[src/rtl/ascon_pkg.sv]
// Shared types, constants and helpers for the Ascon permutation engine.
// The state packs x0 in the top word down to x4 in the bottom word.
package ascon_pkg;

    localparam int unsigned ROUNDS_MAX = 12;

    typedef logic [63:0]  word_t;
    typedef logic [319:0] state_t;

    typedef enum logic [1:0] {
        ST_IDLE,
        ST_RUN,
        ST_DONE
    } fsm_e;

    // Rotation pairs of the linear diffusion layer, one pair per word.
    localparam int unsigned ROT_X0_A = 19;
    localparam int unsigned ROT_X0_B = 28;
    localparam int unsigned ROT_X1_A = 61;
    localparam int unsigned ROT_X1_B = 39;
    localparam int unsigned ROT_X2_A = 1;
    localparam int unsigned ROT_X2_B = 6;
    localparam int unsigned ROT_X3_A = 10;
    localparam int unsigned ROT_X3_B = 17;
    localparam int unsigned ROT_X4_A = 7;
    localparam int unsigned ROT_X4_B = 41;

    function automatic word_t xw(state_t s, int unsigned k);
        return s[319 - 64 * k -: 64];
    endfunction

    function automatic state_t pack_state(word_t x0, word_t x1, word_t x2,
                                          word_t x3, word_t x4);
        return {x0, x1, x2, x3, x4};
    endfunction

    function automatic logic [7:0] rc(logic [3:0] i);
        return {4'hF - i, i};
    endfunction

    function automatic word_t ror(word_t x, int unsigned n);
        return (x >> n) | (x << (64 - n));
    endfunction

endpackage

[src/rtl/ascon_round.sv]
// One combinational Ascon round: constant addition, S-box layer, linear layer.
// With en low the stage passes its input straight through.
module ascon_round
    import ascon_pkg::*;
(
    input  state_t     state_in,
    input  logic [3:0] rnd,
    input  logic       en,
    output state_t     state_out
);

    word_t x0, x1, x2, x3, x4;
    word_t t0, t1, t2, t3, t4;
    word_t y0, y1, y2, y3, y4;

    always_comb begin
        x0 = xw(state_in, 0);
        x1 = xw(state_in, 1);
        x2 = xw(state_in, 2);
        x3 = xw(state_in, 3);
        x4 = xw(state_in, 4);

        x2 = x2 ^ {56'h0, rc(rnd)};

        // Bitsliced S-box across all 64 columns.
        x0 = x0 ^ x4;
        x4 = x4 ^ x3;
        x2 = x2 ^ x1;
        t0 = ~x0 & x1;
        t1 = ~x1 & x2;
        t2 = ~x2 & x3;
        t3 = ~x3 & x4;
        t4 = ~x4 & x0;
        x0 = x0 ^ t1;
        x1 = x1 ^ t2;
        x2 = x2 ^ t3;
        x3 = x3 ^ t4;
        x4 = x4 ^ t0;
        x1 = x1 ^ x0;
        x0 = x0 ^ x4;
        x3 = x3 ^ x2;
        x2 = ~x2;

        y0 = x0 ^ ror(x0, ROT_X0_A) ^ ror(x0, ROT_X0_B);
        y1 = x1 ^ ror(x1, ROT_X1_A) ^ ror(x1, ROT_X1_B);
        y2 = x2 ^ ror(x2, ROT_X2_A) ^ ror(x2, ROT_X2_B);
        y3 = x3 ^ ror(x3, ROT_X3_A) ^ ror(x3, ROT_X3_B);
        y4 = x4 ^ ror(x4, ROT_X4_A) ^ ror(x4, ROT_X4_B);

        state_out = en ? pack_state(y0, y1, y2, y3, y4) : state_in;
    end

endmodule

[src/rtl/ascon_perm_engine.sv]
// Iterative Ascon p^a / p^b engine: UNROLL chained rounds per clock,
// valid/ready handshake on request and result sides.
module ascon_perm_engine
    import ascon_pkg::*;
#(
    parameter int unsigned UNROLL = 1,
    parameter int unsigned NR_W   = 4
) (
    input  logic            clk,
    input  logic            rst,
    input  logic            in_valid,
    output logic            in_ready,
    input  logic [NR_W-1:0] nr,
    input  logic [319:0]    state_in,
    output logic            out_valid,
    input  logic            out_ready,
    output logic [319:0]    state_out
);

    fsm_e                  fsm_q;
    state_t                st_q;
    logic [3:0]            rnd_q;
    logic [3:0]            nr_clamp;
    logic [4:0]            rnd_sum;
    logic [3:0]            rnd_next;
    logic [UNROLL:0][319:0] chain;

    always_comb begin
        nr_clamp = (nr > NR_W'(ROUNDS_MAX)) ? 4'(ROUNDS_MAX) : 4'(nr);
        rnd_sum  = 5'(rnd_q) + 5'(UNROLL);
        rnd_next = (rnd_sum >= 5'(ROUNDS_MAX)) ? 4'(ROUNDS_MAX) : rnd_sum[3:0];
    end

    assign chain[0] = st_q;

    // Stage s runs round rnd_q+s; stages past the last round are bypassed.
    for (genvar s = 0; s < UNROLL; s++) begin : g_rnd
        logic [4:0] idx;
        assign idx = 5'(rnd_q) + 5'(s);
        ascon_round u_round (
            .state_in  (chain[s]),
            .rnd       (idx[3:0]),
            .en        (idx < 5'(ROUNDS_MAX)),
            .state_out (chain[s+1])
        );
    end

    always_ff @(posedge clk or posedge rst) begin
        if (rst) begin
            fsm_q     <= ST_IDLE;
            st_q      <= '0;
            rnd_q     <= '0;
            in_ready  <= 1'b1;
            out_valid <= 1'b0;
        end else begin
            case (fsm_q)
                ST_IDLE: begin
                    if (in_valid && in_ready) begin
                        st_q     <= state_in;
                        rnd_q    <= 4'(ROUNDS_MAX) - nr_clamp;
                        in_ready <= 1'b0;
                        if (nr_clamp == 4'd0) begin
                            fsm_q     <= ST_DONE;
                            out_valid <= 1'b1;
                        end else begin
                            fsm_q <= ST_RUN;
                        end
                    end
                end
                ST_RUN: begin
                    st_q  <= chain[UNROLL];
                    rnd_q <= rnd_next;
                    if (rnd_next == 4'(ROUNDS_MAX)) begin
                        fsm_q     <= ST_DONE;
                        out_valid <= 1'b1;
                    end
                end
                ST_DONE: begin
                    if (out_ready) begin
                        fsm_q     <= ST_IDLE;
                        out_valid <= 1'b0;
                        in_ready  <= 1'b1;
                    end
                end
                default: begin
                    fsm_q     <= ST_IDLE;
                    in_ready  <= 1'b1;
                    out_valid <= 1'b0;
                end
            endcase
        end
    end

    assign state_out = st_q;

endmodule
[config.mk]
export PLATFORM = sky130hd
export DESIGN_NAME = ascon_perm_engine
export DESIGN_NICKNAME = d
export VERILOG_FILES = /design/src/rtl/ascon_pkg.sv /design/src/rtl/ascon_round.sv /design/src/rtl/ascon_perm_engine.sv
export SDC_FILE = /design/constraint.sdc
export NUM_CORES = 2
export LEC_CHECK = 0
export CELL_PAD_IN_SITES_DETAIL_PLACEMENT = 1
export CELL_PAD_IN_SITES_GLOBAL_PLACEMENT = 1
export CORE_ASPECT_RATIO = 0.75
export CORE_MARGIN = 3
export CORE_UTILIZATION = 45
export DETAILED_ROUTE_END_ITERATION = 16
export PLACE_DENSITY_LB_ADDON = 0.1
export SLEW_MARGIN = 20
export SYNTH_ARGS = -nofsm -noshare
export SYNTH_HDL_FRONTEND = slang
export SYNTH_HIERARCHICAL = 1
export SYNTH_SLANG_ARGS = --single-unit
[constraint.sdc]
create_clock -name clk -period 23 [get_ports clk]
set_input_delay 4.6 -clock clk [delete_from_list [all_inputs] [get_ports clk]]
set_output_delay 4.6 -clock clk [all_outputs]
set_load 0.02 [all_outputs]
==> run summary <==
Non-Filler Instances = 5521
Area leader, netlist = dfrtp_1
Final WL = 167000 um
Layout filler cell count = 9320
#FFs+latches synth = 328
Initial antenna violation count = 15
Crit-path max FO = 101
Post-synthesis xor/xnor area fraction = 0.3362
Number of flops mapped to enable cells by yosys = 0
Primary FF master, synth = dfrtp_1
Status = complete, no violations
Worst r2r dst = state_out[302]
Synth Area in Simple Gates = 0.1456
Largest net degree at the start of global routing = 107
Core area = 80970 um^2
DRC Markers = 0
Wire length per cell = 30.25 um
Final Hold Fails = 0
Die H = 254.5 um
HP Start = out_valid
Synth-to-Final Area Change = 16.66%
Cts hold-fix bufs = 0
Post-Place Cells = 5448
CTS Buffer Depth = 3
Final Cycle Share = 0.3797
Syn Inst Count = 4229
HPWL Detailed = 136800 um
Hold endpoint = out_valid
Die area = 85830 um^2
Design area = 43220 um^2
Slew Limit Headroom = 0.1522
Worst R2R Path Depth = 8
Clock root cell = clkbuf_16
Synth top cells by count = 830 x nand2_1, 584 x nor2_1, 329 x xnor2_1, 327 x dfrtp_1, 325 x buf_4
First-pass GRT wire length = 231500 um
Ranking of synthesized cells by area = dfrtp_1 22%, xnor3_1 13%, nand2_1 8.4%, xnor2_1 7.8%, buf_4 6.6%
Final nets = 4892
Cell with the most instances after synthesis = nand2_1
Mux share of post-synthesis cell area = 0.05212
Register clock-pin slew on the reported worst setup and hold paths = 60 ps
Main combinational cell family by area after synthesis = XOR/XNOR gates
Final Max Tran Viols = 0
Post-Syn Nets = 4688
Post-Syn Area = 37040 um^2
Final TNS setup = 0 ps
Hold path cells = 1
Placed Area = 41790 um^2
Clk_lat worst skew = 590 ps
Die width = 337.3 um
Initial drt markers = 3267
CTS tree = done
Max Clock Skew = 21.43 ps
Critical Path Start Type = input port
Fmax = 114.5 MHz
Initial Util = 0.4575
Final period demand of the worst path = 8733 ps
RSZ-0062 raised after global routing = no
Vias in the first global route = 31730
Reg2Reg Setup Slack = 18230 ps
Yosys warnings = 6
IO buf count = 649
GRT overflow = 0
I/O Pins = 650
Via/cell ratio = 5.803
Pre-Repair DR Iteration Count = 6
Ys async rst share = 1.000
Worst r2r src = fsm_q[0]
Arrival @ worst endpoint = 9220 ps
Routability cong. = 1.072
Sequential element share of the synthesized area = 0.2216
Post-Synth Adder-Cell Area = 0.04587
Routed vias = 32040
Inserted Clock Buffers = 40
Total GRT Usage = 0.3789
CTS resizes = 0
Crit Path Class = input port to register
Synth unique cells = 48
Synth top area share = 0.2209
Final setup viols = 0
Rows = 90
CP Data Required Time = 23490 ps
Post-CTS setup buffer count = 0
Synth Area in Compound Gates = 0.09454
Hold Path Class = register to register
Max-Cap Viols = 0
CTS H-tree depth = 2
Worst Setup End Kind = register
Antenna Violating Nets Remaining = 0
TritonCTS Sinks = 328
Synth Area per Inst = 8.759 um^2
Layout cell share with drive strength beyond 1 = 0.07644
Slew of the pin with the lowest slew margin = 1263 ps
==> kinds of logic after synthesis <==
kind of cell,after synthesis
adder cells (fa/ha/maj),137
buffers and inverters,654
flip-flops,328
AO/OA/AOI/OAI,609
multiplexers,178
AND/OR/NAND/NOR,1424
XOR/XNOR,899
==> flip-flops by register name, summed over array words and instances (netlist names) <==
register and flops:
state_out 320, rnd_q 4, fsm_q 2, in_ready 1, out_valid 1
==> routing by layer <==
metal	wire [um]	track usage	share of wire
met5	115	0	0.00069
met4	5391	0.1104	0.032
met3	17920	0.1171	0.11
met2	75350	0.6014	0.45
met1	68220	0.4994	0.41
==> how the worst max path moves through the flow <==
stage	cells past startpoint	slack, ps	start	endpoint
6_report	9	14270	in_valid	state_out[302]
5_1_grt	9	13840	in_valid	state_out[302]
2_1_floorplan	1	9320	rst	fsm_q[0]
4_1_cts	9	14360	in_valid	state_out[302]
3_3_place_gp	8	13910	in_valid	state_out[228]
3_5_place_dp	9	13800	in_valid	state_out[228]
==> placed cells by master, fill, tap and decap left out, drive strengths merged, types with 2 or more instances in the layout <==
cell type | Yosys | layout
xor2 | 206 | 206
a31oi | 322 | 322
xnor2 | 428 | 428
a21oi | 216 | 216
maj3 | 6 | 6
mux2 | 119 | 119
nor2 | 585 | 585
o21ai | 58 | 58
a22oi | 2 | 2
ha | 131 | 131
bufinv | 0 | 6
xor3 | 50 | 50
inv | 137 | 137
mux2i | 59 | 59
clkdlybuf4s50 | 0 | 649
clkinv | 0 | 5
dfrtp | 327 | 327
nor2b | 2 | 2
clkbuf | 68 | 59
buf | 449 | 30
nand2 | 831 | 831
xnor3 | 215 | 215
diode | 0 | 2
==> through the flow <==
step           setup slack (ps)    util  hold slack (ps)
6_report                  14270  0.5338            503.3
5_1_grt                   13840  0.5337            536.6
4_1_cts                   14360  0.5328            507.4
3_5_place_dp              13800  0.5161            485.5
3_3_place_gp              13910  0.5159            496.8
2_1_floorplan              9319       -            561.9
==> worst max-delay path, stage by stage <==
cell             delay [ps]
clkdlybuf4s50_1         540
a21oi_2                 100
nor2_4                  480
buf_4                   850
buf_4                   850
buf_4                   580
buf_4                   790
nor2_1                  120
a31oi_1                 190
==> cell type report <==
class                           count  area [um^2]  share of cell area
Antenna cell                        2        5.005           0.0001158
Clock buffer                       59         1144             0.02646
Clock inverter                     11        209.0            0.004835
Inverter                          137        521.8             0.01207
Multi-Input combinational cell   3247        25060              0.5799
Sequential cell                   328         8209              0.1900
Tap cell                         1058         1324             0.03063
Timing Repair Buffer              679         6741              0.1560
Power is not shown: default switching activity piles up to over one toggle a cycle in this logic, so the estimate is an artifact.
